--- src/rtl/branch_pkg.sv ---
// -----------------------------------------------------------------------------
// branch_pkg
// Shared types and defaults for the execute-stage branch resolution logic.
//   bru_state_t       : recovery FSM state (IDLE / RECOVER)
//   CNT_WIDTH_DEFAULT : default width of the performance counters
//   DATA_WIDTH_DEFAULT: default address/data width
// -----------------------------------------------------------------------------
package branch_pkg;

  typedef enum logic {
    IDLE    = 1'b0,
    RECOVER = 1'b1
  } bru_state_t;

  localparam int unsigned CNT_WIDTH_DEFAULT  = 32'd16;
  localparam int unsigned DATA_WIDTH_DEFAULT = 32'd32;

endpackage

--- src/rtl/sat_counter.sv ---
// -----------------------------------------------------------------------------
// sat_counter
// Up-counter that sticks at all-ones instead of wrapping.
//   clk   : clock, rising edge
//   rst_n : asynchronous active-low reset, clears the count
//   inc   : add one this cycle (ignored once saturated)
//   count : registered count value
// -----------------------------------------------------------------------------
module sat_counter #(
  parameter int unsigned WIDTH = 32'd16
) (
  input  logic             clk,
  input  logic             rst_n,
  input  logic             inc,
  output logic [WIDTH-1:0] count
);

  logic [WIDTH-1:0] count_r;

  // Count register: increments on inc until all-ones, then holds.
  always_ff @(posedge clk or negedge rst_n) begin
    if (!rst_n) begin
      count_r <= {WIDTH{1'b0}};
    end else if (inc && (count_r != {WIDTH{1'b1}})) begin
      count_r <= count_r + WIDTH'(1'b1);
    end
  end

  assign count = count_r;

endmodule

--- src/rtl/branch_resolve_unit.sv ---
// -----------------------------------------------------------------------------
// branch_resolve_unit
// Carries the decode-stage static prediction into execute, compares it with the
// resolved condition and, on a mismatch, raises a one-cycle registered
// redirect/flush. Also counts resolved and mispredicted branches (saturating).
//   clk, rst_n          : clock / asynchronous active-low reset
//   valid_d, Branch_d   : decode slot is real / is a conditional branch
//   predict_taken_d     : predictor verdict for the decode instruction
//   PC_d, ImmExt_d      : decode PC and branch offset
//   stall_e             : hold the execute register, no resolution
//   EQ_e                : branch condition for the instruction in execute
//   redirect_valid      : fetch must load redirect_pc (same as flush_fd)
//   redirect_pc         : correct next PC after a mispredict
//   flush_fd            : kill IF/ID contents this cycle
//   branch_count        : resolved branches
//   mispredict_count    : mispredicted branches
// -----------------------------------------------------------------------------
module branch_resolve_unit
  import branch_pkg::*;
#(
  parameter int unsigned DATA_WIDTH = DATA_WIDTH_DEFAULT,
  parameter int unsigned CNT_WIDTH  = CNT_WIDTH_DEFAULT
) (
  input  logic                  clk,
  input  logic                  rst_n,
  input  logic                  valid_d,
  input  logic                  Branch_d,
  input  logic                  predict_taken_d,
  input  logic [DATA_WIDTH-1:0] PC_d,
  input  logic [DATA_WIDTH-1:0] ImmExt_d,
  input  logic                  stall_e,
  input  logic                  EQ_e,
  output logic                  redirect_valid,
  output logic [DATA_WIDTH-1:0] redirect_pc,
  output logic                  flush_fd,
  output logic [CNT_WIDTH-1:0]  branch_count,
  output logic [CNT_WIDTH-1:0]  mispredict_count
);

  bru_state_t            state_r;
  bru_state_t            next_state_s;

  logic                  v_e_r;
  logic                  br_e_r;
  logic                  pt_e_r;
  logic [DATA_WIDTH-1:0] target_e_r;
  logic [DATA_WIDTH-1:0] pc4_e_r;
  logic [DATA_WIDTH-1:0] redirect_pc_r;

  logic                  resolve_s;
  logic                  mispredict_s;
  logic                  kill_slot_s;
  logic [DATA_WIDTH-1:0] correct_pc_s;

  // Resolution and mispredict detection for the instruction in execute.
  always_comb begin
    resolve_s    = 1'b0;
    mispredict_s = 1'b0;
    correct_pc_s = pc4_e_r;
    kill_slot_s  = 1'b0;
    if (!stall_e && v_e_r && br_e_r) begin
      resolve_s    = 1'b1;
      mispredict_s = (EQ_e != pt_e_r);
    end else begin
      resolve_s    = 1'b0;
      mispredict_s = 1'b0;
    end
    if (EQ_e) begin
      correct_pc_s = target_e_r;
    end else begin
      correct_pc_s = pc4_e_r;
    end
    // The decode slot is wrong-path both in the mispredict cycle and during RECOVER.
    kill_slot_s = mispredict_s || (state_r == RECOVER);
  end

  // FSM state register.
  always_ff @(posedge clk or negedge rst_n) begin
    if (!rst_n) begin
      state_r <= IDLE;
    end else begin
      state_r <= next_state_s;
    end
  end

  // FSM next-state logic: RECOVER lasts exactly one cycle, stall or not.
  always_comb begin
    next_state_s = state_r;
    case (state_r)
      IDLE: begin
        if (mispredict_s) begin
          next_state_s = RECOVER;
        end else begin
          next_state_s = IDLE;
        end
      end
      RECOVER: next_state_s = IDLE;
      default: next_state_s = IDLE;
    endcase
  end

  // FSM outputs: redirect and flush are a decode of the state register.
  always_comb begin
    redirect_valid = 1'b0;
    flush_fd       = 1'b0;
    case (state_r)
      RECOVER: begin
        redirect_valid = 1'b1;
        flush_fd       = 1'b1;
      end
      IDLE: begin
        redirect_valid = 1'b0;
        flush_fd       = 1'b0;
      end
      default: begin
        redirect_valid = 1'b0;
        flush_fd       = 1'b0;
      end
    endcase
  end

  // Redirect target, latched when IDLE detects a mispredict.
  always_ff @(posedge clk or negedge rst_n) begin
    if (!rst_n) begin
      redirect_pc_r <= {DATA_WIDTH{1'b0}};
    end else if ((state_r == IDLE) && mispredict_s) begin
      redirect_pc_r <= correct_pc_s;
    end
  end

  assign redirect_pc = redirect_pc_r;

  // Execute pipeline register: capture decode, insert bubble on kill, hold on stall.
  always_ff @(posedge clk or negedge rst_n) begin
    if (!rst_n) begin
      v_e_r      <= 1'b0;
      br_e_r     <= 1'b0;
      pt_e_r     <= 1'b0;
      target_e_r <= {DATA_WIDTH{1'b0}};
      pc4_e_r    <= {DATA_WIDTH{1'b0}};
    end else if (!stall_e) begin
      if (kill_slot_s) begin
        v_e_r  <= 1'b0;
        br_e_r <= 1'b0;
        pt_e_r <= 1'b0;
      end else begin
        v_e_r      <= valid_d;
        br_e_r     <= Branch_d;
        pt_e_r     <= predict_taken_d;
        target_e_r <= PC_d + ImmExt_d;
        pc4_e_r    <= PC_d + DATA_WIDTH'(32'd4);
      end
    end
  end

  sat_counter #(.WIDTH(CNT_WIDTH)) u_branch_cnt (
    .clk   (clk),
    .rst_n (rst_n),
    .inc   (resolve_s),
    .count (branch_count)
  );

  sat_counter #(.WIDTH(CNT_WIDTH)) u_mispredict_cnt (
    .clk   (clk),
    .rst_n (rst_n),
    .inc   (mispredict_s),
    .count (mispredict_count)
  );

endmodule

--- config.mk ---
export PLATFORM = sky130hd
export DESIGN_NAME = branch_resolve_unit
export DESIGN_NICKNAME = d
export VERILOG_FILES = /design/src/rtl/branch_pkg.sv /design/src/rtl/sat_counter.sv /design/src/rtl/branch_resolve_unit.sv
export SDC_FILE = /design/constraint.sdc
export NUM_CORES = 1
export LEC_CHECK = 0
export CORE_MARGIN = 2
export CORE_UTILIZATION = 30
export CTS_BUF_LIST = sky130_fd_sc_hd__clkbuf_2
export DETAILED_ROUTE_END_ITERATION = 6
export HOLD_SLACK_MARGIN = 0.06
export RECOVER_POWER = 100
export SYNTH_ARGS = -nofsm -noshare
export SYNTH_HDL_FRONTEND = slang
export SYNTH_SLANG_ARGS = --single-unit
--- constraint.sdc ---
create_clock -name clk -period 5 [get_ports clk]
set_input_delay 0.5 -clock clk [delete_from_list [all_inputs] [get_ports clk]]
set_output_delay 0.5 -clock clk [all_outputs]
set_load 0.005 [all_outputs]
## Word level (Yosys, flattened, before mapping)

Cells that the tools add are included.

| operators by class | value |
|---|---|
| reduce and logical (&&, ||, !) cells | 8 |
| $add $sub $neg | 4 |
| muxes and demuxes | 9 |
| equal/unequal tests | 3 |
| bitwise logic cells | 3 |

Operator list:

| kind | number |
|---|---|
| adder 16 x 1 -> 16 bit (second input constant) | 2 |
| adder 32 x 3 -> 32 bit (second input constant) | 1 |
| adder 32 bit | 1 |
| two-way mux 32 bit | 1 |
| != test 16 bit (second input constant) | 2 |
| two-way mux 1 bit | 6 |
| logical AND 1 bit | 5 |
| case mux 1 bit (2 select lines) | 2 |
| inverter 1 bit | 3 |
| AND reduction 2 bit | 1 |
| logical NOT 1 bit | 1 |
| logical OR 1 bit | 1 |
| != test 1 bit | 1 |

| storage, ports and cells | value |
|---|---|
| bits in registers | 132 |
| word-level logic and storage cells | 36 |
| bits of input ports | 71 |

## Longest topological paths before layout

Gate-level depths: netlist of run 1.

| depth | value |
|---|---|
| word-level depth | 7 |
| depth in mapped cells | 9 |
| depth with buffers taken out | 9 |

## Modules after synthesis

Synthesis of run 1 repeated with hierarchy kept, for this count alone.

| unflattened totals | value |
|---|---|
| cell total of the unflattened synthesis | 829 |
| area, all modules | 7835.0 sq um |

Modules (own cells, without submodules):

| module | times used | seq. area each (sq um) | cells an instance | area an instance (sq um) |
|---|---|---|---|---|
| branch_resolve_unit | 1 | 2502.4 | 685 | 6115.9 |
| sat_counter | 2 | 400.4 | 72 | 859.6 |

## Worst setup path before layout of run 1

No wires, ideal clock.

| timing | value |
|---|---|
| path type | in2reg |
| from | in PC_d[0] |
| to | reg target_e_r[28] |
| buffers on the path | 0 |
| setup slack | 2422 ps |
| stages on the path | 9 |
| arrival | 2447 ps |
| required time | 4869 ps |
| path through | ha_1 > fa_1 > a21o_1 > a221o_2 > a21oi_2 > o31ai_4 > nand2_1 > nor4_1 > or3_1 |

| on the way | value |
|---|---|
| cells in the longest elaborated chain, start to end | 1 |

Ends and longest elaborated chain:

| element | line | RTL |
|---|---|---|
| start: declaration | branch_resolve_unit.sv:29 | `input logic [DATA_WIDTH-1:0] PC_d,` |
| adder 32 bit | branch_resolve_unit.sv:150 | `target_e_r <= PC_d + ImmExt_d;` |
| end signal: assignment | branch_resolve_unit.sv:139 | `target_e_r <= {DATA_WIDTH{1'b0}};` |
| end signal: assignment | branch_resolve_unit.sv:150 |  |
| end: declaration | branch_resolve_unit.sv:46 | `logic [DATA_WIDTH-1:0] target_e_r;` |

Every way passes these cells.
A chain may end at the register's enable or synchronous reset.

## Worst setup path after layout of run 1

| timing | value |
|---|---|
| from | in stall_e |
| to | reg target_e_r[27] |

| on the way | value |
|---|---|
| cells in the longest elaborated chain, start to end | 7 |
| elaborated cells between the ends (all ways) | 8 |
| those cells by class | mux: 1; bitwise: 2; reduce/logical: 5 |

Ends and longest elaborated chain:

| element | line | RTL |
|---|---|---|
| start: declaration | branch_resolve_unit.sv:31 | `input logic stall_e,` |
| logical NOT 1 bit | n/a |  |
| logical AND 1 bit (2 in a row) | branch_resolve_unit.sv:61 | `if (!stall_e && v_e_r && br_e_r) begin` |
| two-way mux 1 bit | branch_resolve_unit.sv:61 |  |
| logical OR 1 bit | branch_resolve_unit.sv:74 | `kill_slot_s = mispredict_s \|\| (state_r == RECOVER);` |
| inverter 1 bit (no line) | n/a |  |
| AND reduction 2 bit (no line) * | n/a |  |

Mark *: on every way between the ends. The rest lies on a longest branch, timed or not.

==> flow_metrics.tcl, run 1 <==
set metrics [dict create \
    synth_cells 837 \
    clockBufferDepth 2 \
    pre_cts_slack_ps 1706 \
    fin_ws_ps 1475 \
    power_frac_seq_pct 47.6 \
    syn-num-nets 943 \
    netlist.area_leader.share_pct 42.76 \
    p_int_uw 2042 \
    p_per_area_mw_per_mm2 323.1 \
    synth_compound_area_share_pct 15.44 \
    portBuffers 136 \
    core_area_mm2 0.02525 \
    hpwl_mm 15.37 \
    yosysSeqAreaShare_pct 42.76 \
    path_max_fanout 73 \
    dieHeight_um 164.5 \
    dieWidth_um 164.5 \
    clock-root-buffer "clkbuf_2" \
    ir_drop_mv 0.1410 \
    synthSimpleGateAreaFrac_pct 19.05 \
    grt_max_degree 74 \
    max_cap_viol_count 2 \
    syn-mean-instance-area_um2 9.229 \
    drive_gt1_share_pct 5.882 \
    end_kind "register" \
    ios 137 \
    synth_top_area_cell "dfrtp_1" \
    drt_iter0_drc 424 \
    synth_mux_area_share_pct 4.713 \
    synth_top_family_by_area "simple AND/OR/NAND/NOR gates" \
    criticalPathCategory "in -> reg" \
    min_path_type "in -> reg" \
    synth_seq_cells 132 \
    status "complete, but fails checks" \
    cp-startpoint "stall_e" \
    path_common_cell "nor2_1" \
    grt_antenna_before_repair 1 \
    path_clk_slew_ps 180 \
    rsz0062_at_grt "no" \
    setup_viol 0 \
    swShare_pct 33.66 \
    numClockSinks 132 \
    mostFrequentLayoutCells "132 x nand2_1, 132 x dfrtp_1, 68 x nor2_1, 68 x clkdlybuf4s50_1, 67 x dlygate4sd3_1" \
    yosys.area_share.xor_xnor_pct 9.281 \
    multi_input_area_mm2 0.004141 \
    setup_tns_ps 0 \
    dieArea_mm2 0.02705 \
    worstPathRequired_ps 5570 \
    cts_tree "yes" \
    via_per_inst 4.836 \
    max_clock_freq_mhz 283.7 \
    drv_slew 140 \
    htreeDepth 4 \
    cts_resized 0 \
    cp_cell_sequence "clkdlybuf4s50_1 > nand3b_1 > nor2_1 > or3_1 > buf_4 > nor2_1 > nand4_1 > nand3_1" \
    synth_area_leaders "dfrtp_1 43%, nand2_1 6.4%, ha_1 5.5%" \
    critPathBufInv 2 \
    violations "max-capacitance violations, max-slew violations" \
    worst_ep_arrival_time_ps 4100 \
    firstDrtPassIters 5 \
    globalplace.congestion 0.9343 \
    comb_power_share_pct 31.9 \
    cts_setup_buffers 0 \
    fin_crit_ps 3525 \
    num_rows 58 \
    clk_latency_ps 680 \
    clkPwrFrac_pct 20.5 \
    hold_viol 0 \
    gr-total-overflow 0 \
    leakage_uw 0.004166 \
    initial_core_util_pct 30.59 \
    num_vias 6287 \
    worstSetupStartpointType "input port" \
    ys_async_sr_fraction_pct 100.0 \
    fin_skew_ps 31.06 \
    syn_area_mm2 0.007725 \
    ant_nets 0 \
    fin_nets 1062 \
    ctsHoldBuffers 1 \
    fin_crit_sh_pct 70.49 \
    synthFlopType "dfrtp_1" \
    worstHoldStart "PC_d[0]" \
    tightest_slew_ps 2792 \
    grt_pass1_vias 5995 \
    post_drt_wl_per_cell_um 15.46 \
    critical_path.top_delay_family "simple AND/OR/NAND/NOR gates" \
    cts_inserted_buffers 17 \
    syn_to_final_growth_pct 23.32 \
    yosysUniqueCellTypes 70 \
    grt_pass1_wl_mm 31.92 \
    max-slew-margin-rel_pct -86.11 \
    drc 0 \
    synthAdderAreaFrac_pct 5.766 \
    fill_cells 2564 \
    grt_util_all_layers_pct 15.08 \
    synth-edff-count 0 \
    drt_wl_total_mm 20.10 \
    cp_slowest_cell "or3_1" \
    layout.area.seq_mm2 0.003303 \
    r2r-start "br_e_r$_DFFE_PN0N_" \
    p_switching_uw 1036 \
    critPathMaxStageDelay_ps 1650 \
    yosysWarningCount 0 \
]
flip-flops by register name, indices dropped and copies added, names as in the netlist, 16 cells and up:
name,flops
redirect_pc,32
target_e_r,32
u_branch_cnt.count,16
u_mispredict_cnt.count,16
pc4_e_r,32
worst min-delay path, cell delays in order:
cell and delay [ps]:
clkdlybuf4s50_1 420, nand2_1 70, nand2_1 40
routing by layer:
| metal | vias to the layer above | part of all wire [%] | wire length, um | global-route usage, % |
|---|---|---|---|---|
| met5 | - | 0 | 0 | 0 |
| met4 | 0 | 1.5 | 292 | 4.308 |
| met3 | 23 | 4.2 | 853 | 2.863 |
| met2 | 131 | 44 | 8813 | 22.80 |
| met1 | 2938 | 50 | 10140 | 21.88 |
| li1 | 3195 | - | - | - |
worst paths after layout:
kind / slack (ps) / cells after the start / endpoint
max in group asynchronous: 3650 / 3 / target_e_r[28]$_DFFE_PN0P_
setup reg to reg: 1570 / 7 / target_e_r[27]$_DFFE_PN0P_
hold / removal: 390 / 3 / pc4_e_r[0]$_DFFE_PN0P_
hold reg to reg: 500 / 2 / target_e_r[0]$_DFFE_PN0P_
min in group asynchronous: 440 / 2 / target_e_r[7]$_DFFE_PN0P_
setup / recovery: 1480 / 8 / target_e_r[27]$_DFFE_PN0P_
power by group through the flow:
stage               Sequential (uW)  Combinational (uW)  Clock [uW]
detailed placement             1500                1050           0
global placement               1490                1040           0
global route                   1500                1100         706
floorplan                      1480                 488           0
finish                         1460                 982         631
CTS                            1480                1050         652
Yosys cell counts (4+ instances only):
| cell | instances |
|---|---|
| ha_1 | 34 |
| nor3_1 | 11 |
| a21boi_0 | 4 |
| o31ai_1 | 4 |
| xor2_1 | 40 |
| dfrtp_1 | 132 |
| inv_1 | 8 |
| a21oi_1 | 63 |
| nand3_1 | 39 |
| a22o_1 | 4 |
| a21o_1 | 7 |
| o21ai_0 | 64 |
| xnor2_1 | 40 |
| and2_1 | 4 |
| nand2_1 | 132 |
| clkbuf_1 | 20 |
| a211oi_1 | 4 |
| and3_1 | 18 |
| nand4_1 | 16 |
| buf_2 | 13 |
| o21a_1 | 6 |
| mux2i_1 | 33 |
| nor2_1 | 67 |
logic make-up (layout without fill, tap and decap cells):
kind of cell,after synthesis,count (layout)
AND/OR/NAND/NOR,314,314
multiplexers,36,36
flip-flops,132,132
other,0,1
AO/OA/AOI/OAI,189,189
adder cells (fa/ha/maj),35,35
XOR/XNOR,81,81
buffers and inverters,50,182
area by class of cell:
type | count | area share [%]
well taps | 330 | 4.334
diodes | 1 | 0.02627
multi-input cells | 655 | 43.47
clock buffers | 17 | 0.8931
repair buffers | 142 | 14.80
clock inverters | 15 | 1.484
inverters | 8 | 0.3152
flip-flops and latches | 132 | 34.67
through the flow:
step	cell area [um^2]	hold WS (ps)	total power [uW]	util, %	cells
floorplan	7725	204.4	1969	-	837
CTS	9593	312.2	3184	37.99	1299
global placement	9356	455.7	2535	37.05	1266
detailed placement	9356	463.0	2551	37.05	1266
finish	9527	390.3	3078	37.72	1300
global route	9527	304.4	3308	37.72	1300
Power figures use the tool's default switching activity.
==> inputs of run 2 (changes only) <==
==> constraint.sdc (replaced) <==
create_clock -name clk -period 3.55 [get_ports clk]
set_input_delay 0.355 -clock clk [delete_from_list [all_inputs] [get_ports clk]]
set_output_delay 0.355 -clock clk [all_outputs]
set_load 0.005 [all_outputs]
==> flow_metrics.tcl, run 2 (same netlist as run 1, synthesis figures left out) <==
set metrics [dict create \
    mostFrequentLayoutCells "132 x nand2_1, 132 x dfrtp_1, 70 x dlygate4sd3_1" \
    worst_ep_arrival_time_ps 3460 \
    grt_max_degree 83 \
    drt_iter0_drc 620 \
    status "complete, but fails checks" \
    firstDrtPassIters 5 \
    numClockSinks 132 \
    drive_gt1_share_pct 4.948 \
    clk_latency_ps 700 \
    max-slew-margin-rel_pct -2.468 \
    core_area_mm2 0.02525 \
    fin_crit_ps 2829 \
    worstPathRequired_ps 4180 \
    fill_cells 2613 \
    grt_pass1_vias 6101 \
    cp_cell_sequence "ha_1 > and3_1 > and4_1 > a41oi_1 > and4_1 > nand3_2 > nor3_1 > xor2_1" \
    end_kind "register" \
    fin_ws_ps 721.1 \
    ir_drop_mv 0.1907 \
    rsz0062_at_grt "no" \
    setup_viol 0 \
    via_per_inst 4.913 \
    pre_cts_slack_ps 350.4 \
    drt_wl_total_mm 20.71 \
    gr-total-overflow 0 \
    critPathBufInv 0 \
    drc 0 \
    dieArea_mm2 0.02705 \
    clockBufferDepth 2 \
    critical_path.top_delay_family "simple AND/OR/NAND/NOR gates" \
    portBuffers 136 \
    cts_inserted_buffers 17 \
    cp_slowest_cell "a41oi_1" \
    drv_slew 65 \
    setup_tns_ps 0 \
    tightest_slew_ps 1537 \
    htreeDepth 4 \
    min_path_type "in -> reg" \
    max_cap_viol_count 2 \
    ant_nets 0 \
    violations "max-capacitance violations, max-slew violations" \
    ctsHoldBuffers 1 \
    grt_antenna_before_repair 1 \
    fin_skew_ps 26.82 \
    num_vias 6392 \
    criticalPathCategory "reg -> reg" \
    fin_nets 1063 \
    cts_resized 0 \
    leakage_uw 0.004187 \
    hold_viol 0 \
    num_rows 58 \
    cts_setup_buffers 0 \
    cts_tree "yes" \
    hpwl_mm 15.65 \
    clock-root-buffer "clkbuf_2" \
    path_max_fanout 9 \
    initial_core_util_pct 30.59 \
    syn_to_final_growth_pct 23.81 \
    critPathMaxStageDelay_ps 680 \
    fin_crit_sh_pct 79.69 \
    dieWidth_um 164.5 \
    place_inst 1267 \
    final_core_util_pct 37.87 \
    p_total_uw 4628 \
    fin_cells 1301 \
    grt_pass1_wl_mm 32.95 \
    globalplace.congestion 0.8471 \
    grt_util_all_layers_pct 15.57 \
    ios 137 \
    path_clk_slew_ps 210 \
    worstSetupStartpointType "register" \
    dieHeight_um 164.5 \
    p_per_area_mw_per_mm2 483.9 \
    post_drt_wl_per_cell_um 15.92 \
    path_common_cell "and4_1" \
    max_clock_freq_mhz 353.5 \
]
## run 2: cell count changes in the layout (fill, tap and decap cells not counted), sizes merged
| cell | delta |
|---|---|
| bufinv | +4 |
| clkbuf | +3 |
| clkinv | -5 |
| clkinvlp | +1 |
| buf | -2 |
| clkdlybuf4s50 | -3 |
| dlygate4sd3 | +3 |
## run 2: final cells by class
type	instances	area (um^2)	area share (%)
Clock buffer	17	85.08	0.8896
Sequential cell	132	3303	34.54
Timing Repair Buffer	143	1421	14.86
Clock inverter	15	236.5	2.473
Antenna cell	1	2.502	0.02616
Inverter	8	30.03	0.3140
Tap cell	330	412.9	4.317
Multi-Input combinational cell	655	4073	42.58
## run 2: layer usage
| metal | up-vias | track usage, % | routed length (um) | share of wire, % |
|---|---|---|---|---|
| met2 | 158 | 24.27 | 9298 | 45 |
| met1 | 3020 | 22.25 | 10200 | 49 |
| met5 | - | 0 | 0 | 0 |
| li1 | 3198 | - | - | - |
| met4 | 0 | 4.032 | 223 | 1.1 |
| met3 | 16 | 2.838 | 982 | 4.7 |
## run 2: worst min-delay path, cell delays in order
cell     delay [ps]
buf_2           100
xnor2_1         140
nor2_1           90
nand4_1         100
mux2_2          150
## run 2: report_power, final
part,leakage (uW),internal [uW],switching (uW)
combinational,0.00238,708,682
sequential,0.00164,1850,209
clock,0.000171,595,582
## run 2: through the flow
step	hold WS [ps]	instance area, um^2
after detailed placement	459.6	9370
after global routing	179.9	9564
after global placement	454.6	9370
after floorplan	59.41	7725
after CTS	105.0	9702
final	264.7	9564
## run 2: final timing paths
check | endpoint | startpoint | slack (ps) | depth (start not counted)
hold reg to reg | pc4_e_r[13]$_DFFE_PN0P_ | pc4_e_r[13]$_DFFE_PN0P_ | 490 | 2
min in group asynchronous | pc4_e_r[7]$_DFFE_PN0P_ | rst_n | 510 | 2
setup / recovery | u_branch_cnt.count[13]$_DFFE_PN0P_ | u_branch_cnt.count[0]$_DFFE_PN0P_ | 720 | 8
setup reg to reg | u_branch_cnt.count[13]$_DFFE_PN0P_ | u_branch_cnt.count[0]$_DFFE_PN0P_ | 720 | 8
hold / removal | u_mispredict_cnt.count[12]$_DFFE_PN0P_ | EQ_e | 260 | 5
max in group asynchronous | target_e_r[27]$_DFFE_PN0P_ | rst_n | 1880 | 3
==> inputs of run 3 (changes only) <==
==> constraint.sdc (replaced) <==
create_clock -name clk -period 2.6 [get_ports clk]
set_input_delay 0.26 -clock clk [delete_from_list [all_inputs] [get_ports clk]]
set_output_delay 0.26 -clock clk [all_outputs]
set_load 0.005 [all_outputs]
==> flow_metrics.tcl, run 3 (same netlist as run 1, synthesis figures left out) <==
set metrics [dict create \
    core_area_mm2 0.02525 \
    hold_path_end "pt_e_r$_DFFE_PN0N_" \
    path_max_fanout 3 \
    worstPathRequired_ps 3190 \
    path_clk_slew_ps 190 \
    ir_drop_mv 0.2342 \
    max_clock_freq_mhz 411.2 \
    drt_wl_total_mm 20.87 \
    dieHeight_um 164.5 \
    r2r-start "v_e_r$_DFFE_PN0N_" \
    finish.instance_area_mm2 0.01038 \
    grtUsageMet2_pct 25.43 \
    grt_antenna_before_repair 1 \
    p_per_area_mw_per_mm2 603.7 \
    hold_viol 0 \
    hpwl_mm 16.29 \
    r2r_setup_slack_ps 320 \
    grt_util_all_layers_pct 15.99 \
    final_core_util_pct 41.11 \
    grtUsageMet1_pct 22.22 \
    ios 137 \
    via_per_inst 4.735 \
    worst_ep_arrival_time_ps 3030 \
    htreeDepth 4 \
    post_drt_wl_per_cell_um 14.85 \
    fin_skew_ps 48.22 \
    grt_pass1_wl_mm 33.89 \
    clockBufferDepth 2 \
    drc 0 \
    p_total_uw 6268 \
    cts_inserted_buffers 17 \
    worstReg2RegEnd "pc4_e_r[24]$_DFFE_PN0P_" \
    ant_nets 0 \
    dieArea_mm2 0.02705 \
    whs_path_depth 2 \
    num_vias 6658 \
    num_rows 58 \
    cts_tree "yes" \
    reg2reg_depth 5 \
    numClockSinks 132 \
    fin_crit_ps 2432 \
    syn_to_final_growth_pct 34.40 \
    firstDrtPassIters 5 \
    tightest_slew_ps 1264 \
    rsz0062_at_grt "no" \
    initial_core_util_pct 30.59 \
    fin_nets 1170 \
    globalplace.congestion 0.8562 \
    dieWidth_um 164.5 \
    top_usage_layer "met2" \
    min_path_type "in -> reg" \
    drive_gt1_share_pct 14.79 \
    status "completed" \
    use_met3_pct 2.838 \
    grt_max_degree 83 \
    worstHoldStart "predict_taken_d" \
    portBuffers 136 \
    max_cap_viol_count 0 \
    placed_cell_area_mm2 0.01018 \
    criticalPathCategory "in -> reg" \
    end_kind "register" \
    fin_crit_sh_pct 93.54 \
    clk_latency_ps 710 \
    grt_pass1_vias 6547 \
    drv_slew 0 \
    max-slew-margin-rel_pct 15.75 \
    mostFrequentLayoutCells "132 x nand2_1, 132 x dfrtp_1, 100 x buf_4" \
    setup_viol 0 \
    cts_setup_buffers 0 \
    leakage_uw 0.004691 \
    worstSetupStartpointType "input port" \
    drt_iter0_drc 449 \
    gr-total-overflow 0 \
    clock-root-buffer "clkbuf_2" \
]
-- run 3: critical path, cell delays in order --
cell and delay, ps:
dlygate4sd3_1 570, ha_1 230, fa_1 390, a21o_1 210, a221o_2 390, a21oi_1 310
o21ai_0 170, a21boi_0 250, xor2_1 160, o21ai_0 80
-- run 3: what timing repair did --
item                      CTS  global route
hold buffers                4             0
hold endpoints to repair  134             0
resized for setup           0             0
-- run 3: stage by stage --
stage	setup TNS, ps	worst slack (ps)	std cells	hold slack, ps
2_1_floorplan	0	262.0	837	-35.59
4_1_cts	0	412.8	1405	69.13
5_1_grt	0	142.9	1406	94.12
3_5_place_dp	-4633	-398.8	1371	310.7
3_3_place_gp	-3642	-359.5	1371	310.2
6_report	0	167.9	1406	182.8
-- run 3: layer usage --
metal  part of all wire, %  routed length, um
met2                    45               9430
met1                    49              10330
met3                   3.8                786
met5                     0                  0
met4                   1.6                327
-- run 3: worst max-delay path by stage --
stage / from / endpoint / depth (start not counted)
final: PC_d[0] / target_e_r[18]$_DFFE_PN0P_ / 10
after global routing: PC_d[0] / target_e_r[18]$_DFFE_PN0P_ / 10
after CTS: PC_d[0] / target_e_r[24]$_DFFE_PN0P_ / 10
after detailed placement: PC_d[0] / target_e_r[28]$_DFFE_PN0P_ / 10
after global placement: PC_d[0] / target_e_r[28]$_DFFE_PN0P_ / 10
after floorplan: PC_d[0] / target_e_r[28]$_DFFE_PN0P_ / 9
-- run 3: area by class of cell --
| cell class | instances | area, um^2 |
|---|---|---|
| antenna | 1 | 2.502 |
| clock buffer | 18 | 90.09 |
| clock inverter | 12 | 163.9 |
| fill | 2537 | 14870 |
| inverter | 8 | 30.03 |
| multi-input combinational | 655 | 4168 |
| sequential | 132 | 3303 |
| tap | 330 | 412.9 |
| timing repair buffer | 250 | 2212 |
-- run 3: power by group --
| group | switching [uW] | internal, uW |
|---|---|---|
| clock | 748 | 613 |
| sequential | 305 | 2530 |
| combinational | 963 | 1110 |
| total | 2020 | 4250 |
